## src/rtl/monitor_fifos.sv

```systemverilog
// rtl/monitor_fifos.sv - occupancy, error and threshold flags for the five switch FIFOs
// Optional MONITOR_STICKY_ERR_EN: FIFO_errors bits latch until reset instead of pulsing.
module monitor_fifos #(
  parameter int DEPTH = 4,
  parameter int CW    = 3
) (
  input  logic       clk,
  input  logic       reset,
  input  logic [4:0] push,
  input  logic [4:0] pop,
  input  logic       active_in,
  input  logic [1:0] Umbral_MF_alto_interno,
  input  logic [1:0] Umbral_MF_bajo_interno,
  input  logic [1:0] Umbral_VC_alto_interno,
  input  logic [1:0] Umbral_VC_bajo_interno,
  input  logic [1:0] Umbral_D_alto_interno,
  input  logic [1:0] Umbral_D_bajo_interno,
  output logic [4:0] FIFO_empties,
  output logic [4:0] FIFO_errors,
  output logic [4:0] almost_full,
  output logic [4:0] almost_empty
);

  // Threshold groups: 0 = MF, 1 = VC0/VC1, 2 = D0/D1
  logic       active_q;
  logic [1:0] alto_q [3];
  logic [1:0] bajo_q [3];

  always_ff @(posedge clk) begin
    if (reset) begin
      active_q <= 1'b0;
      for (int g = 0; g < 3; g++) begin
        alto_q[g] <= 2'd3;
        bajo_q[g] <= 2'd1;
      end
    end else begin
      active_q <= active_in;
      if (active_in && !active_q) begin
        alto_q[0] <= Umbral_MF_alto_interno;
        bajo_q[0] <= Umbral_MF_bajo_interno;
        alto_q[1] <= Umbral_VC_alto_interno;
        bajo_q[1] <= Umbral_VC_bajo_interno;
        alto_q[2] <= Umbral_D_alto_interno;
        bajo_q[2] <= Umbral_D_bajo_interno;
      end
    end
  end

  for (genvar i = 0; i < 5; i++) begin : g_fifo
    localparam int G = (i == 0) ? 0 : ((i < 3) ? 1 : 2);

    logic [CW-1:0] cnt;
    logic [CW-1:0] nxt;
    logic          err;
    logic          empty_q;
    logic          err_q;
    logic          af_q;
    logic          ae_q;

    always_comb begin
      nxt = cnt;
      err = 1'b0;
      case ({push[i], pop[i]})
        2'b10: begin
          if (cnt == CW'(DEPTH)) err = 1'b1;
          else                   nxt = cnt + CW'(1);
        end
        2'b01: begin
          if (cnt == '0) err = 1'b1;
          else           nxt = cnt - CW'(1);
        end
        2'b11: begin
          // Pop on empty underflows, but the push still lands
          if (cnt == '0) begin
            err = 1'b1;
            nxt = CW'(1);
          end
        end
        default: ;
      endcase
    end

    always_ff @(posedge clk) begin
      if (reset) begin
        cnt     <= '0;
        empty_q <= 1'b1;
        err_q   <= 1'b0;
        af_q    <= 1'b0;
        ae_q    <= 1'b1;
      end else begin
        cnt     <= nxt;
        empty_q <= (nxt == '0);
        af_q    <= (nxt > CW'(alto_q[G]));
        ae_q    <= (nxt <= CW'(bajo_q[G]));
`ifdef MONITOR_STICKY_ERR_EN
        err_q   <= err_q | err;
`else
        err_q   <= err;
`endif
      end
    end

    assign FIFO_empties[i] = empty_q;
    assign FIFO_errors[i]  = err_q;
    assign almost_full[i]  = af_q;
    assign almost_empty[i] = ae_q;
  end

endmodule

```

## config.mk

```make
export PLATFORM = sky130hd
export DESIGN_NAME = monitor_fifos
export DESIGN_NICKNAME = d
export VERILOG_FILES = /design/src/rtl/monitor_fifos.sv
export SDC_FILE = /design/constraint.sdc
export NUM_CORES = 1
export LEC_CHECK = 0
export ABC_AREA = 1
export CAP_MARGIN = 20
export CORE_ASPECT_RATIO = 1.75
export CORE_MARGIN = 10
export CORE_UTILIZATION = 40
export CTS_CLUSTER_SIZE = 28
export DETAILED_ROUTE_END_ITERATION = 12
export PLACE_DENSITY = 0.68
export RECOVER_POWER = 100
export SLEW_MARGIN = 20
export SYNTH_ARGS = -nofsm -noshare
export SYNTH_HDL_FRONTEND = slang
export SYNTH_SLANG_ARGS = --single-unit
```

## constraint.sdc

```tcl
create_clock -name clk -period 3.2 [get_ports clk]
set_clock_uncertainty 0.1 [all_clocks]
set_input_delay 0.8 -clock clk [delete_from_list [all_inputs] [get_ports clk]]
set_output_delay 0.8 -clock clk [all_outputs]
set_load 0.01 [all_outputs]
```

==> Yosys cells after proc, flatten, opt, wreduce, memory -nomap -nowiden <==
Memories as Yosys holds them, arrays and structs flattened.
Index checks and enable logic that the tools add are counted.
{ "totals": {"register_bits": 36, "ramBits": 12, "input_bits": 25, "mem_count": 2} }
{ "mem_list": {"columns": ["memory", "words", "word_bits", "read_ports", "rd_ports_with_merged_regs", "write_ports", "line_no", "text"], "rows": [
  ["alto_q", 3, 2, 3, 0, 3, "26", "logic [1:0] alto_q [3];"],
  ["bajo_q", 3, 2, 3, 0, 3, "27", "logic [1:0] bajo_q [3];"]
]} }
{ "op_classes": {"n_addsub": 10, "n_lt_le_gt_ge": 10, "eq_ne": 20, "muxes": 46, "n_bitwise": 6, "reduce_logical": 17} }
{ "op_table": {"columns": ["cell", "count"], "rows": [
  ["2-to-1 mux 3 bit", 15],
  ["case mux 3 bit (3 select lines)", 5],
  ["zero test 3 bit", 10],
  ["== test 2 bit, second input constant", 10],
  ["adder 3 x 1 -> 3 bit, second input constant", 5],
  ["== test 3 bit, second input constant", 5],
  ["> comparator 3 x 2 -> 1 bit", 5],
  ["less-or-equal comparator 3 x 2 -> 1 bit", 5],
  ["2-to-1 mux 1 bit", 15],
  ["subtractor 3 x 1 -> 3 bit, second input constant", 5],
  ["2-to-1 mux 2 bit", 6],
  ["== test 2 x 1 -> 1 bit, second input constant", 5],
  ["case mux 1 bit (2 select lines)", 5],
  ["OR reduction 2 bit", 5],
  ["OR 1 bit", 6],
  ["logical AND 1 bit", 1],
  ["zero test 1 bit", 1]
]} }

==> Longest topological paths before layout <==
Gate-level depths: netlist (run 1).
{ "depth": {"depth_word": 6, "mapped_depth": 15, "mapped_depth_nobuf": 15} }

==> Worst setup path before layout (run 1) <==
No wires, ideal clock.
{ "synth_path": {"path_type": "in2reg", "startpoint": "input port reset", "endpoint": "memory alto_q[0][0], enable pin", "setup_time_ps": 398, "arrival_time_ps": 1785, "setup_slack_ps": 917, "cell_stages": 4, "path_cell_list": "buf_2 -> clkinv_1 -> buf_2 -> o21ai_0"} }
{ "synth_rtl": {"columns": ["element", "line_no", "text"], "rows": [
  ["from (decl)", "8", "input logic reset,"],
  ["to (decl)", "26", null]
]} }

==> results of run 1 <==
-- through the flow --
| step | area [um2] | worst slack [ns] |
|---|---|---|
| 3_5_place_dp | 3620 | 0.437 |
| 3_3_place_gp | 3620 | 0.469 |
| 5_1_grt | 3760 | 0.351 |
| 2_1_floorplan | 3230 | 0.917 |
| 4_1_cts | 3780 | 0.732 |
| 6_report | 3760 | 0.522 |
-- layout make-up --
cell class,count,area share (%)
inverters,92,9.19
flip-flops and latches,48,28.8
repair buffers,47,12.1
clock buffers,8,4.16
multi-input cells,278,42.8
well taps,90,3.00
-- cells by family (layout without fill, tap and decap cells) --
| logic type | Yosys count | after routing | share of synthesized area [%] |
|---|---|---|---|
| adders and majority gates | 40 | 40 | 15.5 |
| buffers and inverters | 118 | 147 | 16.4 |
| and+or+nand+nor | 193 | 193 | 27.7 |
| DFF | 48 | 48 | 33.5 |
| AOI/OAI and AO/OA | 45 | 45 | 6.98 |
-- routing by layer --
metal  up-vias  GRT usage, %  part of all wire [%]
li1       1407             -                     -
met1      1187          10.7                    39
met2        61          19.7                    54
met3        10          2.71                   5.2
met4         0          3.96                   1.8
met5         -             0                     0
-- worst reg2reg max path, stage by stage (launching register included) --
cell and delay [ns]:
dfxtp_1 0.39, inv_1 0.11, ha_1 0.26, nand2_1 0.15
ha_1 0.24, o21ai_0 0.17, inv_1 0.05, nand3_1 0.11
inv_1 0.08, ha_1 0.30, a21oi_1 0.18, o21ai_0 0.13
nand2_1 0.08
-- flip-flops by register name, indices dropped and copies added (netlist names) --
signal	flops
g_fifo.err_q	5
g_fifo.ae_q	5
bajo_q	6
active_q	1
g_fifo.empty_q	5
g_fifo.af_q	5
g_fifo.cnt	15
alto_q	6
-- report_power, final --
group | switching [mW] | leakage, nW | internal, mW | total (mW)
clock | 0.220 | 0.0772 | 0.333 | 0.553
combinational | 0.593 | 1.44 | 0.430 | 1.02
sequential | 0.0471 | 0.405 | 0.740 | 0.787
total | 0.860 | 1.93 | 1.50 | 2.36
-- cell usage in the layout, fill, tap and decap left out, types with 2 or more instances in the layout --
| cell type | Yosys | final |
|---|---|---|
| nand2_1 | 102 | 102 |
| inv_1 | 79 | 81 |
| ha_1 | 40 | 40 |
| dfxtp_1 | 36 | 36 |
| nand3_1 | 33 | 33 |
| nor2_1 | 27 | 30 |
| dlygate4sd3_1 | 0 | 27 |
| a21oi_1 | 26 | 26 |
| clkdlybuf4s50_1 | 0 | 17 |
| o21ai_0 | 15 | 16 |
| edfxtp_1 | 12 | 12 |
| inv_2 | 12 | 10 |
| or2_2 | 9 | 9 |
| nand3_2 | 6 | 6 |
| nor2_4 | 6 | 5 |
| clkbuf_16 | 0 | 5 |
| nand2_2 | 4 | 4 |
| o21ai_1 | 4 | 3 |
| clkbuf_1 | 1 | 3 |
| nor2_2 | 4 | 2 |
| nor3_1 | 2 | 2 |
| clkbuf_8 | 0 | 2 |
-- path summary, 6_finish.rpt --
kind | from | to | slack (ns) | cells after the start
setup reg to reg | g_fifo[3].cnt[0] | g_fifo[3].af_q | 0.78 | 12
setup / recovery | reset | alto_q[0][4] | 0.52 | 5
hold reg to reg | g_fifo[4].cnt[1] | g_fifo[4].cnt[1] | 0.41 | 2
hold / removal | g_fifo[4].cnt[1] | g_fifo[4].cnt[1] | 0.41 | 2
==> reports/summary.txt, run 1 <==
Die ar. = 12200 um2
Placer Congestion = 0.869
Fin crit period = 2.68 ns
Worst-Margin Slew = 0.808 ns
Final setup TNS = 0 ns
Mapped Area = 3230 um2
Total Wirelength = 6450 um
PD cells = 629 nW/um2
Register bit total from synthesis = 48
Vias in the first global route = 2520
CTS Hold Buffers Added = 0
RSZ-0062 raised after global routing = false
Largest net degree at the start of global routing = 19
CTS tree = built
Antenna violations before repair = 0
Slowest-stage cell, CP = dlygate4sd3_1
Min-Delay Path Class = reg2reg
Final setup vio count = 0
Worst-case clock buffer depth = 2
Port buffer count = 44
DRT Pass-1 Iters = 4
Cells after synthesis = 444
Die X = 87.9 um
FF+latch area = 1080 um2
Crit Path Class = in2reg
Fin nets = 537
CP Capture Type = flop
Crit path max-delay family = buffers and inverters
Via count = 2665
# Post-CTS Setup Buffers = 0
Crit path DAT = 2.62 ns
Cells along the critical path = dlygate4sd3_1 -> clkinv_1 -> clkbuf_1 -> o21ai_0 -> buf_4
Tot Pwr = 2.36 mW
Peak Freq = 0.373 GHz
Most common cell in the netlist = nand2_1
Fin cells = 563
Row Count = 43
Residual DRC count = 0
Post-synthesis net count = 509
Synth-to-layout area growth = 16.4%
Placed Cells incl. Taps = 555
Unique masters post-synth = 22
Post-CTS sizing = 0
Starting density of the core = 40.8%
Period utilisation layout = 83.7%
HPWL Detailed = 5300 um
N_diodes = 0
Max incr delay on CP = 0.68 ns
H-tree level count = 2
Max-Cap Viols = 0
Gr ovfl total = 0
Clock root buffer = clkbuf_16
VDD IR max = 0.000268 V
Startpoint types = input pin
I/O pin count = 45
Post-synth EDFFs = 12
Synth top area share = 22.3%
Area of the core = 7910 um2
Hold Worst Slack = 0.411 ns
Area leader, netlist = dfxtp_1
Outcome = finished clean
Slew HR = 46.1%
Clock slew at reported path FFs = 0.06 ns
Area of the multi-input gates = 1610 um2
Synth top cells by count = nand2_1 (102), inv_1 (79), ha_1 (40)
Static Leak = 1.93 nW
Area contributors post-synth = dfxtp_1 (22%), ha_1 (16%), nand2_1 (12%), edfxtp_1 (11%), inv_1 (9.2%)
First-pass GRT wire length = 10700 um
Total CTS buffers = 5
Clock latency at the later pin of the worst-skew pair = 0.29 ns
Average size of a mapped cell = 7.27 um2
All-Layer GR Usage = 10.6%
Sequential area share after synthesis = 33.5%
Initial DRC Count = 86
Layout cells sized above 1 = 9.30%
Main synth FF type = dfxtp_1
CTS sink count = 48
Die Span Y = 139 um
CP required = 3.14 ns
Final Hold Violating Endpoints = 0
# fillers = 804
Synth async-reset ratio = 0%
Mean number of vias per cell = 4.73
Number of routed nets with antenna violations = 0
Fin util = 47.5%
Crit path max fanout = 18
Average wire per standard cell = 11.5 um
Fin. max-slew vios = 0
Worst path buffer plus inverter count = 4
YS warnings = 0
(Power assumes the default switching activity.)
==> inputs of run 2 (changes only) <==
Settings changed: PLACE_DENSITY 0.68 to 0.71.
Clock period 3.2 ns to 2.2 ns, I/O delays scaled along.
==> reports/summary.txt, run 2 (same netlist as run 1, synthesis figures left out) <==
Final setup vio count = 0 (unchanged)
Fin util = 52.5% (+5.0 points)
Final Hold Violating Endpoints = 0 (unchanged)
Crit path max fanout = 4 (-14)
Clock root buffer = clkbuf_16
Clock latency at the later pin of the worst-skew pair = 0.29 ns (about the same)
Gr ovfl total = 0 (unchanged)
Fin. max-slew vios = 0 (unchanged)
Worst-case clock buffer depth = 2 (unchanged)
Layout cells sized above 1 = 22.1% (+13 points)
Post-route cell area = 4150 um2 (+10%)
Max reg flops = 15 (unchanged)
CP required = 2.27 ns (-0.87 ns)
I/O pin count = 45 (unchanged)
CTS sink count = 48 (unchanged)
Startpoint types = flop
Vias in the first global route = 2854 (+13%)
Largest net degree at the start of global routing = 19 (unchanged)
CP Capture Type = flop
Hold depth = 2 (unchanged)
Reg-to-reg startpoint = g_fifo[1].cnt[0]
Antenna violations before repair = 0 (unchanged)
Fin crit period = 2.07 ns
Top flop regs = g_fifo.cnt x15, alto_q x6, bajo_q x6
Final setup TNS = 0 ns (unchanged)
FF+latch area = 1090 um2 (+0.58%)
Peak Freq = 0.484 GHz
H-tree level count = 2 (unchanged)
Dpl ws = -0.326 ns (-0.763 ns)
Die ar. = 12200 um2 (unchanged)
Fin cells = 605 (+7.5%)
Worst-Margin Slew = 0.294 ns (-0.514 ns)
Die Span Y = 139 um (unchanged)
Residual DRC count = 0 (unchanged)
Static Leak = 2.19 nW (+14%)
VDD IR max = 0.000417 V (+56%)
Reg2reg path depth = 11 (-1)
Dpl cell area = 3930 um2 (+8.5%)
R2R Setup Slk = 0.13 ns (-0.65 ns)
Period utilisation layout = 94.0%
Commonest non-fill, non-tap cells in the layout = nand2_1 (100), inv_1 (75), buf_4 (43), ha_1 (38)
CTS tree = built
CP startpoint = g_fifo[1].cnt[0]
Setup WS post-layout = 0.133 ns (-0.389 ns)
First-pass GRT wire length = 11600 um (+8.1%)
# fillers = 752 (-6.5%)
Worst R2R End = g_fifo[1].ae_q
HPWL Detailed = 5830 um (+9.9%)
Mean number of vias per cell = 4.68 (-1.1%)
Starting density of the core = 40.8% (unchanged)
Crit path DAT = 2.14 ns (-0.48 ns)
Average wire per standard cell = 11.7 um (+2.1%)
Clock slew at reported path FFs = 0.07 ns (about the same)
Number of routed nets with antenna violations = 0 (unchanged)
All-Layer GR Usage = 11.5% (+0.86 points)
CTS Hold Buffers Added = 0 (unchanged)
Fin nets = 579 (+7.8%)
Placer Congestion = 0.869 (about the same)
Total Wirelength = 7080 um (+9.8%)
Synth-to-layout area growth = 28.6%
N_diodes = 0 (unchanged)
Area of the multi-input gates = 1670 um2 (+3.7%)
Die X = 87.9 um (unchanged)
Hold Worst Slack = 0.406 ns (-0.00574 ns)
DRT Pass-1 Iters = 4 (unchanged)
Max-Cap Viols = 0 (unchanged)
WHS Endpoint = g_fifo[4].cnt[1]
Placed Cells incl. Taps = 596 (+7.4%)
Via count = 2832 (+6.3%)
Row Count = 43 (unchanged)
Slew HR = 80.4% (+34 points)
Crit Path Class = reg2reg
HP Start = g_fifo[4].cnt[1]
Tot Pwr = 3.71 mW (+57%)
Min-Delay Path Class = reg2reg
Outcome = finished clean
Reg with most FFs = g_fifo.cnt
Initial DRC Count = 65 (-24%)
PD cells = 894 nW/um2 (+42%)
Total CTS buffers = 5 (unchanged)
Port buffer count = 44 (unchanged)
Area of the core = 7910 um2 (unchanged)
Commonest non-fill, non-tap cell in the layout = nand2_1
## run 2: layer usage
layer  track usage, %  part of all wire [%]  vias to the layer above
met2             22.8                    57                       45
met4             4.81                   2.5                        0
met1             10.2                    36                     1283
met5                0                     0                        -
met3             2.59                   4.4                       12
li1                 -                     -                     1492
## run 2: worst max path at each step
stage | end | depth (start not counted) | slack [ns]
2_1_floorplan | g_fifo[3].ae_q | 11 | 0.15
3_3_place_gp | g_fifo[1].ae_q | 10 | -0.25
3_5_place_dp | g_fifo[1].ae_q | 10 | -0.33
4_1_cts | g_fifo[4].ae_q | 11 | 0.02
5_1_grt | g_fifo[3].af_q | 12 | -0.007
6_report | g_fifo[1].ae_q | 11 | 0.13
## run 2: where the power goes
part | total, mW | switching [mW] | internal, mW
Sequential | 1.16 | 0.0803 | 1.08
Combinational | 1.79 | 0.953 | 0.833
Clock | 0.766 | 0.343 | 0.423
Total | 3.71 | 1.38 | 2.34
## run 2: layout make-up
type                            count  share of cell area [%]
Clock buffer                        5                    3.01
Clock inverter                      3                   0.573
Inverter                           92                    8.32
Multi-Input combinational cell    278                    40.1
Sequential cell                    48                    26.2
Tap cell                           90                    2.71
Timing Repair Buffer               89                    19.1
## run 2: critical path, cell delays in order, from the launching register on
cell and delay (ns):
dfxtp_2 0.34, inv_2 0.09, ha_2 0.19, nand2_1 0.10
ha_1 0.28, o21ai_1 0.13, inv_1 0.06, nand3_2 0.08
inv_1 0.07, ha_1 0.30, a21oi_2 0.13, o21ai_0 0.09
## run 2: timing repair
action                                  4_1_cts  5_1_grt
buffers inserted                              0        1
gates resized for setup                       3       36
pin swaps                                     0        3
endpoints found under the setup margin        2       10
==> inputs of run 3 (changes only) <==
Settings changed: CORE_UTILIZATION 40 to 45, PLACE_DENSITY 0.71 to 0.77, RECOVER_POWER 100 to unset.
==> reports/summary.txt, run 3 (same netlist as run 1, synthesis figures left out) <==
Port buffer count = 44 (unchanged)
Residual DRC count = 0 (unchanged)
Top flop regs = g_fifo.cnt x15, alto_q x6, bajo_q x6
Die X = 84.0 um (-4.4%)
Fin nets = 585 (+1.0%)
DRT Pass-1 Iters = 5 (+1)
Worst-case clock buffer depth = 2 (unchanged)
Min-Delay Path Class = reg2reg
Layout cells sized above 1 = 24.2% (+2.0 points)
Max incr delay on CP = 0.34 ns (about the same)
Outcome = finished clean
Synth-to-layout area growth = 31.4%
Peak Freq = 0.482 GHz (-0.36%)
Total CTS buffers = 5 (unchanged)
Die ar. = 11100 um2 (-9.1%)
Crit path max fanout = 4 (unchanged)
Slew HR = 80.1% (-0.32 points)
Clock slew at reported path FFs = 0.06 ns (about the same)
Final setup TNS = 0 ns (unchanged)
Crit path DAT = 2.21 ns (+0.07 ns)
# fillers = 614 (-18%)
Dpl cell area = 3960 um2 (+0.76%)
Static Leak = 2.24 nW (+1.9%)
Starting density of the core = 46.7% (+5.9 points)
Final Hold Violating Endpoints = 0 (unchanged)
Commonest non-fill, non-tap cells in the layout = nand2_1 (100), inv_1 (73), buf_4 (51), clkdlybuf4s50_1 (36), ha_1 (35)
Commonest non-fill, non-tap cell in the layout = nand2_1
HPWL Detailed = 5700 um (-2.2%)
Max reg flops = 15 (unchanged)
Cells along the critical path = inv_1 -> ha_4 -> nand2_1 -> ha_1 -> o21ai_1 -> inv_1 -> nand3_2 -> inv_2 -> ha_1 -> a21oi_2 -> o21ai_1 -> nand2_1
CTS tree = built
Post-route cell area = 4240 um2 (+2.2%)
Startpoint types = flop
CP required = 2.34 ns (+0.07 ns)
PD cells = 924 nW/um2 (+3.3%)
N_diodes = 0 (unchanged)
CTS sink count = 48 (unchanged)
Antenna violations before repair = 0 (unchanged)
VDD IR max = 0.000659 V (+58%)
Fin crit period = 2.07 ns (+0.00744 ns)
Crit Path Class = reg2reg
Gr ovfl total = 0 (unchanged)
Period utilisation layout = 94.3% (+0.34 points)
Placer Congestion = 0.872 (+0.40%)
Fin cells = 605 (unchanged)
Area of the core = 6910 um2 (-13%)
Initial DRC Count = 161 (+150%)
Via count = 2919 (+3.1%)
Die Span Y = 132 um (-4.9%)
Max-Cap Viols = 0 (unchanged)
Row Count = 40 (-7.0%)
Clock root buffer = clkbuf_16
All-Layer GR Usage = 13.0% (+1.5 points)
Vias in the first global route = 2987 (+4.7%)
Largest net degree at the start of global routing = 18 (-1)
Placed Cells incl. Taps = 595 (-0.17%)
Slowest-stage cell, CP = dfxtp_2
Fin. max-slew vios = 0 (unchanged)
Average wire per standard cell = 11.9 um (+1.6%)
Reg with most FFs = g_fifo.cnt
First-pass GRT wire length = 12600 um (+8.6%)
CP Capture Type = flop
Worst-Margin Slew = 0.298 ns (+0.00430 ns)
Final setup vio count = 0 (unchanged)
I/O pin count = 45 (unchanged)
Number of routed nets with antenna violations = 0 (unchanged)
H-tree level count = 2 (unchanged)
Total Wirelength = 7190 um (+1.6%)
Mean number of vias per cell = 4.82 (+3.1%)
Tot Pwr = 3.92 mW (+5.6%)
Clock latency at the later pin of the worst-skew pair = 0.29 ns (about the same)
==> run 3: stage by stage <==
step                      setup WS (ns)  util (%)  hold slack (ns)
after floorplan                   0.155         -            0.380
after global placement           -0.212      57.3            0.394
after detailed placement         -0.264      57.3            0.414
after CTS                        0.0183      59.8            0.405
after global routing            -0.0292      61.4            0.444
final                             0.125      61.4            0.414
==> run 3: timing repair <==
action / in CTS / in global routing
pin swaps: 0 / 4
hold buffers: 0 / 0
setup endpoints to repair: 5 / 10
buffers inserted: 0 / 2
resized for setup: 5 / 38
==> run 3: worst paths after layout <==
check                        start          endpoint  slack (ns)  depth (start not counted)
setup / recovery  g_fifo[0].cnt[0]    g_fifo[0].af_q        0.13                         12
hold reg to reg   g_fifo[4].cnt[1]  g_fifo[4].cnt[1]        0.41                          2
hold / removal    g_fifo[4].cnt[1]  g_fifo[4].cnt[1]        0.41                          2
setup reg to reg  g_fifo[0].cnt[0]    g_fifo[0].af_q        0.13                         12
==> run 3: power breakdown <==
group	switching (mW)	total (mW)	leakage (nW)	internal, mW
clock	0.335	0.869	0.0798	0.534
combinational	0.985	1.89	1.75	0.907
sequential	0.0798	1.16	0.407	1.08
total	1.40	3.92	2.24	2.52
==> run 3: per-layer routing <==
metal / global-route usage (%) / wire length [um] / up-vias
li1: - / - / 1505
met1: 11.8 / 2680 / 1349
met2: 26.3 / 4080 / 58
met3: 3.65 / 337 / 7
met4: 3.74 / 97 / 0
met5: 0 / 0 / -
==> run 3: layout make-up <==
class                           instances  area (um2)  area share (%)
Clock buffer                            5         125            2.95
Clock inverter                          3        42.5            1.00
Inverter                               92         345            8.14
Multi-Input combinational cell        278        1690            39.9
Sequential cell                        48        1090            25.6
Tap cell                               84         105            2.48
Timing Repair Buffer                   95         843            19.9
==> run 3: critical path: cells and delay by family, from the launching register on <==
kind	cells	cell delay, ns
AO/OA/AOI/OAI	3	0.36
adder cells (fa/ha/maj)	3	0.77
buffers and inverters	3	0.24
flip-flops	1	0.34
AND/OR/NAND/NOR	3	0.22
